<file path="src/rtl/cpu_pkg.sv">
// Shared definitions for the 8-bit lab CPU controller: opcodes, sequencer
// states and instruction-field helpers.
package cpu_pkg;

    localparam int REG_IDX_W = 2;

    localparam logic [3:0] OP_NOP  = 4'd0;
    localparam logic [3:0] OP_ADD  = 4'd1;
    localparam logic [3:0] OP_SUB  = 4'd2;
    localparam logic [3:0] OP_NAND = 4'd3;
    localparam logic [3:0] OP_SHL  = 4'd4;
    localparam logic [3:0] OP_SHR  = 4'd5;
    localparam logic [3:0] OP_OUT  = 4'd6;
    localparam logic [3:0] OP_IN   = 4'd7;
    localparam logic [3:0] OP_MOV  = 4'd8;
    localparam logic [3:0] OP_JMP  = 4'd9;
    localparam logic [3:0] OP_JZ   = 4'd10;
    localparam logic [3:0] OP_JC   = 4'd11;
    localparam logic [3:0] OP_HLT  = 4'd15;

    typedef enum logic [2:0] {
        FETCH,
        DECODE,
        IMM,
        BRANCH,
        WAIT_IN,
        EXEC,
        HALT
    } state_e;

    localparam int IR_OP_LSB = 4;
    localparam int IR_A_LSB  = 2;
    localparam int IR_B_LSB  = 0;

    function automatic logic [3:0] ir_op(input logic [7:0] ir);
        return ir[IR_OP_LSB +: 4];
    endfunction

    function automatic logic [REG_IDX_W-1:0] ir_a(input logic [7:0] ir);
        return ir[IR_A_LSB +: REG_IDX_W];
    endfunction

    function automatic logic [REG_IDX_W-1:0] ir_b(input logic [7:0] ir);
        return ir[IR_B_LSB +: REG_IDX_W];
    endfunction

    // Only true ALU operations update the flags; MOV and IN pass data through.
    function automatic logic sets_flags(input logic [3:0] op);
        return (op == OP_ADD) || (op == OP_SUB) || (op == OP_NAND) ||
               (op == OP_SHL) || (op == OP_SHR);
    endfunction

    function automatic logic writes_reg(input logic [3:0] op);
        return sets_flags(op) || (op == OP_IN) || (op == OP_MOV);
    endfunction

endpackage

</file>
<file path="src/rtl/cpu_regfile.sv">
// General register file: two combinational read ports, one synchronous write
// port, cleared asynchronously by reset_n.
module cpu_regfile
    import cpu_pkg::*;
#(
    parameter int NREG = 4
) (
    input  logic                 clk,
    input  logic                 reset_n,
    input  logic [REG_IDX_W-1:0] rd_a_idx_i,
    input  logic [REG_IDX_W-1:0] rd_b_idx_i,
    output logic [7:0]           rd_a_data_o,
    output logic [7:0]           rd_b_data_o,
    input  logic                 wr_en_i,
    input  logic [REG_IDX_W-1:0] wr_idx_i,
    input  logic [7:0]           wr_data_i
);

    logic [7:0] regs_q [NREG];

    always_ff @(posedge clk or negedge reset_n) begin
        if (!reset_n) begin
            for (int i = 0; i < NREG; i++) begin
                regs_q[i] <= 8'h00;
            end
        end else if (wr_en_i) begin
            regs_q[wr_idx_i] <= wr_data_i;
        end
    end

    assign rd_a_data_o = regs_q[rd_a_idx_i];
    assign rd_b_data_o = regs_q[rd_b_idx_i];

endmodule

</file>
<file path="src/rtl/cpu_ctrl.sv">
// Multi-cycle fetch/decode/execute sequencer for the 8-bit lab CPU.
// Define PERF_CNT_EN to add the cyc_cnt/ret_cnt performance counters.
module cpu_ctrl
    import cpu_pkg::*;
#(
    parameter int PC_W = 8,
    parameter int NREG = 4
) (
    input  logic            clk,
    input  logic            reset_n,
    output logic [PC_W-1:0] imem_addr,
    input  logic [7:0]      imem_data,
    output logic [7:0]      ra,
    output logic [7:0]      rb,
    output logic [3:0]      op,
    input  logic [9:0]      alu_out,
    input  logic [7:0]      in_data,
    input  logic            in_valid,
    output logic            in_ready,
    output logic [7:0]      out_data,
    output logic            out_valid,
    output logic            zf,
    output logic            cf,
`ifdef PERF_CNT_EN
    output logic [15:0]     cyc_cnt,
    output logic [15:0]     ret_cnt,
`endif
    output logic            halted
);

    state_e          state_q;
    logic [PC_W-1:0] pc_q;
    logic [7:0]      ir_q;
    logic [7:0]      ra_q;
    logic [7:0]      rb_q;
    logic [3:0]      op_q;
    logic [7:0]      out_data_q;
    logic            out_valid_q;
    logic            in_ready_q;
    logic            zf_q;
    logic            cf_q;
    logic            halted_q;

    logic [7:0]           dec_ir_d;
    logic [3:0]           ir_opc;
    logic [3:0]           dec_opc;
    logic [REG_IDX_W-1:0] rd_a_idx;
    logic [REG_IDX_W-1:0] rd_b_idx;
    logic [7:0]           rd_a_data;
    logic [7:0]           rd_b_data;
    logic                 wb_en;
    logic                 br_taken;

    // Operands are read while the instruction is still on imem_data in DECODE,
    // so they can be registered onto ra/rb for the EXEC cycle.
    assign dec_ir_d = (state_q == DECODE) ? imem_data : ir_q;
    assign rd_a_idx = ir_a(dec_ir_d);
    assign rd_b_idx = ir_b(dec_ir_d);
    assign ir_opc   = ir_op(ir_q);
    assign dec_opc  = ir_op(imem_data);
    assign wb_en    = (state_q == EXEC) && writes_reg(ir_opc);
    assign br_taken = (ir_opc == OP_JMP) ||
                      ((ir_opc == OP_JZ) && zf_q) ||
                      ((ir_opc == OP_JC) && cf_q);

    cpu_regfile #(
        .NREG(NREG)
    ) u_regfile (
        .clk        (clk),
        .reset_n    (reset_n),
        .rd_a_idx_i (rd_a_idx),
        .rd_b_idx_i (rd_b_idx),
        .rd_a_data_o(rd_a_data),
        .rd_b_data_o(rd_b_data),
        .wr_en_i    (wb_en),
        .wr_idx_i   (ir_a(ir_q)),
        .wr_data_i  (alu_out[7:0])
    );

    always_ff @(posedge clk or negedge reset_n) begin
        if (!reset_n) begin
            state_q     <= FETCH;
            pc_q        <= '0;
            ir_q        <= 8'h00;
            ra_q        <= 8'h00;
            rb_q        <= 8'h00;
            op_q        <= OP_NOP;
            out_data_q  <= 8'h00;
            out_valid_q <= 1'b0;
            in_ready_q  <= 1'b0;
            zf_q        <= 1'b0;
            cf_q        <= 1'b0;
            halted_q    <= 1'b0;
        end else begin
            // ALU inputs idle at a NOP outside EXEC; out_valid is a strobe.
            ra_q        <= 8'h00;
            rb_q        <= 8'h00;
            op_q        <= OP_NOP;
            out_valid_q <= 1'b0;
            case (state_q)
                FETCH: begin
                    state_q <= DECODE;
                end
                DECODE: begin
                    ir_q <= imem_data;
                    pc_q <= pc_q + PC_W'(1);
                    case (dec_opc)
                        OP_JMP, OP_JZ, OP_JC: state_q <= IMM;
                        OP_IN: begin
                            state_q    <= WAIT_IN;
                            in_ready_q <= 1'b1;
                        end
                        OP_HLT: begin
                            state_q  <= HALT;
                            halted_q <= 1'b1;
                        end
                        default: begin
                            state_q <= EXEC;
                            ra_q    <= rd_a_data;
                            rb_q    <= rd_b_data;
                            op_q    <= dec_opc;
                        end
                    endcase
                end
                IMM: begin
                    state_q <= BRANCH;
                end
                BRANCH: begin
                    pc_q    <= br_taken ? PC_W'(imem_data) : pc_q + PC_W'(1);
                    state_q <= FETCH;
                end
                WAIT_IN: begin
                    // rb_q doubles as the input buffer for the IN writeback.
                    if (in_valid) begin
                        in_ready_q <= 1'b0;
                        ra_q       <= rd_a_data;
                        rb_q       <= in_data;
                        op_q       <= OP_IN;
                        state_q    <= EXEC;
                    end
                end
                EXEC: begin
                    if (sets_flags(ir_opc)) begin
                        zf_q <= alu_out[9];
                        cf_q <= alu_out[8];
                    end
                    if (ir_opc == OP_OUT) begin
                        out_data_q  <= ra_q;
                        out_valid_q <= 1'b1;
                    end
                    state_q <= FETCH;
                end
                HALT: begin
                    state_q <= HALT;
                end
                default: begin
                    state_q <= FETCH;
                end
            endcase
        end
    end

    assign imem_addr = pc_q;
    assign ra        = ra_q;
    assign rb        = rb_q;
    assign op        = op_q;
    assign in_ready  = in_ready_q;
    assign out_data  = out_data_q;
    assign out_valid = out_valid_q;
    assign zf        = zf_q;
    assign cf        = cf_q;
    assign halted    = halted_q;

`ifdef PERF_CNT_EN
    logic [15:0] cyc_cnt_q;
    logic [15:0] ret_cnt_q;

    // EXEC and BRANCH always last one cycle, so occupancy equals retirement.
    always_ff @(posedge clk or negedge reset_n) begin
        if (!reset_n) begin
            cyc_cnt_q <= 16'h0000;
            ret_cnt_q <= 16'h0000;
        end else begin
            if (!halted_q) begin
                cyc_cnt_q <= cyc_cnt_q + 16'd1;
            end
            if ((state_q == EXEC) || (state_q == BRANCH)) begin
                ret_cnt_q <= ret_cnt_q + 16'd1;
            end
        end
    end

    assign cyc_cnt = cyc_cnt_q;
    assign ret_cnt = ret_cnt_q;
`else
    // No counter state in this build; the sequencer above is unchanged.
`endif

endmodule

</file>
<file path="config.mk">
export PLATFORM = sky130hd
export DESIGN_NAME = cpu_ctrl
export DESIGN_NICKNAME = d
export VERILOG_FILES = /design/src/rtl/cpu_pkg.sv /design/src/rtl/cpu_regfile.sv /design/src/rtl/cpu_ctrl.sv
export SDC_FILE = /design/constraint.sdc
export NUM_CORES = 1
export LEC_CHECK = 0
export CORE_ASPECT_RATIO = 0.75
export CORE_MARGIN = 3
export CORE_UTILIZATION = 40
export CTS_CLUSTER_DIAMETER = 100
export DETAILED_ROUTE_END_ITERATION = 6
export PLACE_DENSITY_LB_ADDON = 0.12
export SLEW_MARGIN = 20
export SYNTH_ARGS = -nofsm -noshare
export SYNTH_HDL_FRONTEND = slang
export SYNTH_SLANG_ARGS = --single-unit
export TNS_END_PERCENT = 30
</file>
<file path="constraint.sdc">
create_clock -name clk -period 2.35 [get_ports clk]
set_input_delay 0.3525 -clock clk [delete_from_list [all_inputs] [get_ports clk]]
set_output_delay 0.3525 -clock clk [all_outputs]
set_load 0.02 [all_outputs]
</file>
==> results.json <==
{
  "power_density_mw_per_mm2": 1440,
  "ys_warn_count": 0,
  "syn_avg_cell_area_um2": 11.2,
  "track_usage": 0.196,
  "ant_nets": 0,
  "drc": 0,
  "drtPass1Iterations": 5,
  "path_max_fanout": 9,
  "path_clk_slew_ps": 60,
  "ys_seq_elements": 84,
  "r2r_slack_ps": 340,
  "detail_route.iter0.violations": 174,
  "rows": 31,
  "min_path_type": "reg -> reg",
  "syn-cell-area_mm2": 0.00413,
  "setup_viol": 0,
  "vias": 3227,
  "portBuffers": 69,
  "syn-num-nets": 397,
  "final_area_mm2": 0.00538,
  "ioPinCount": 70,
  "wl_um": 10700,
  "cts_tree": "yes",
  "startpoint_type": "flop",
  "fin_crit_sh": 0.854,
  "yosysTopAreaCell": "dfrtp_1",
  "ir_drop_v": 0.000611,
  "hold_viol_final": 0,
  "synth_edf_count": 0,
  "dieHeight_um": 94.0,
  "setup_tns_ps": 0,
  "setup.worst_path.class": "reg -> reg",
  "grt_first_pass_wirelength_um": 17300,
  "area_growth_pct": 30.3,
  "tightest_slew_ps": 721,
  "drv_cap": 0,
  "initial_core_util": 0.419,
  "clock_latency_ps": 340,
  "gp_congestion": 0.807,
  "final_common_cell": "dfrtp_1",
  "crit_start": "state_q[2]",
  "syn_inst": 367,
  "dpl_cell_area_mm2": 0.00506,
  "leakagePower_nw": 2.35,
  "layout.nets": 478,
  "regArea_mm2": 0.00210,
  "slew_headroom": 0.518,
  "min_from": "halted",
  "fin_crit_ps": 2010,
  "async_flop_share": 1.00,
  "h-tree-depth": 3,
  "clock.fmax_mhz": 498,
  "crit_required_ps": 2580,
  "cts-root-buf": "clkbuf_16",
  "clock_skew_ps": 8.37,
  "netlist_top_cells_area": "dfrtp_1 (51%), mux2_2 (9.5%), a211oi_1 (7.6%)",
  "die_x_um": 123,
  "cts_sinks": 84,
  "viasPerCell": 5.53,
  "grt_remaining_overflow": 0,
  "multi_input_area_mm2": 0.00181,
  "cp-end-kind": "flop",
  "antenna_found_initial": 1,
  "synth_top_area_frac": 0.509,
  "antennaDiodeCount": 0,
  "ys.flop_type": "dfrtp_1",
  "cts.repair.resized": 0,
  "fillCellCount": 874,
  "rsz0062_at_grt": "no",
  "seq_area_frac_synth": 0.509,
  "clockBufferDepth": 2,
  "layout_common_cells": "dfrtp_1 (84), clkdlybuf4s50_1 (68), a211oi_1 (42)",
  "dp.final_hpwl_um": 7660,
  "grt_max_degree": 37,
  "p_total_mw": 7.74,
  "outcome": "complete, no violations",
  "dieArea_mm2": 0.0116,
  "wl_per_cell_um": 18.3,
  "cts_buffers": 9,
  "core_mm2": 0.00985,
  "synthDistinctLibCells": 54,
  "r2r_start": "state_q[2]",
  "grt_pass1_vias": 3168,
  "cp.arrival_ps": 2230,
  "slew_viol_final": 0,
  "drive_gt1_frac": 0.190
}
==> sequential cells by signal, indices dropped and copies added (netlist names) <==
signal	cells
op	4
rb	8
out_valid	1
u_regfile.regs_q	32
halted	1
zf	1
in_ready	1
out_data	8
ir_q	8
state_q	3
cf	1
imem_addr	8
ra	8
==> routing by layer <==
| metal | part of all wire | track usage |
|---|---|---|
| met5 | 0.0012 | 0 |
| met4 | 0.0089 | 0.0488 |
| met3 | 0.052 | 0.0476 |
| met2 | 0.42 | 0.280 |
| met1 | 0.52 | 0.298 |
==> cell families after synthesis <==
kind of cell	synth area share
AOI/OAI and AO/OA	0.168
xor gates and xnor gates	0.00212
adders and majority gates	0.00303
buffers and inverters	0.0533
DFF	0.509
muxes	0.154
and+or+nand+nor	0.110
==> worst max-delay path, stage by stage, from the launching register on <==
cell and delay [ps]:
dfrtp_1 380, buf_4 170, nor2b_1 360, nand4_1 530, mux2i_1 250, o22a_1 210
==> per-stage QoR <==
step / cells / worst slack, ps / utilization / hold WS, ps
floorplan: 367 / 398 / - / 56.9
global placement: 568 / 193 / 0.514 / 353
detailed placement: 568 / 83.7 / 0.514 / 346
CTS: 584 / 322 / 0.546 / 468
finish: 584 / 343 / 0.546 / 461
global route: 584 / 201 / 0.546 / 492
==> final timing paths <==
| path | endpoint | depth (start not counted) |
|---|---|---|
| worst max-delay path | imem_addr[3] | 5 |
| worst min-delay path | halted | 1 |
| worst max register to register | imem_addr[3] | 5 |
| worst min register to register | halted | 1 |
| max in group asynchronous | ra[5] | 3 |
| min in group asynchronous | out_data[5] | 2 |
==> Yosys cell counts (2+ instances only) <==
| library cell | instances |
|---|---|
| dfrtp_1 | 84 |
| a211oi_1 | 42 |
| nand2_1 | 36 |
| mux2_2 | 35 |
| inv_1 | 24 |
| mux2i_1 | 13 |
| nand3_1 | 11 |
| clkbuf_1 | 10 |
| nor2_1 | 10 |
| buf_2 | 8 |
| mux2_1 | 8 |
| o2111a_1 | 7 |
| o31ai_1 | 7 |
| a21oi_1 | 5 |
| o21ai_0 | 5 |
| a21o_1 | 3 |
| a31o_2 | 3 |
| and4_1 | 3 |
| inv_2 | 3 |
| nand3b_1 | 3 |
| nand4_1 | 3 |
| nor2b_1 | 3 |
| a22oi_1 | 2 |
| and3_1 | 2 |
| and3b_1 | 2 |
| and4bb_2 | 2 |
| buf_4 | 2 |
| buf_6 | 2 |
| nor3_1 | 2 |
| nor4b_1 | 2 |
| o22ai_1 | 2 |
==> power breakdown <==
part	total, mW	internal (mW)	switching, mW
combinational	3.59	1.71	1.88
sequential	2.67	2.08	0.598
clock	1.48	0.921	0.559
==> layout make-up <==
type / instances / share of cell area
clock buffer: 10 / 0.0426
clock inverter: 5 / 0.0144
inverter: 27 / 0.0189
multi-input combinational: 233 / 0.336
sequential: 84 / 0.391
tap: 132 / 0.0307
timing repair buffer: 93 / 0.167
==> what timing repair did <==
action	in CTS	in global routing
endpoints found under the setup margin	0	0
setup buffers	0	0
hold buffers	1	0
hold endpoints to repair	34	0
Power figures use the tool's default switching activity.
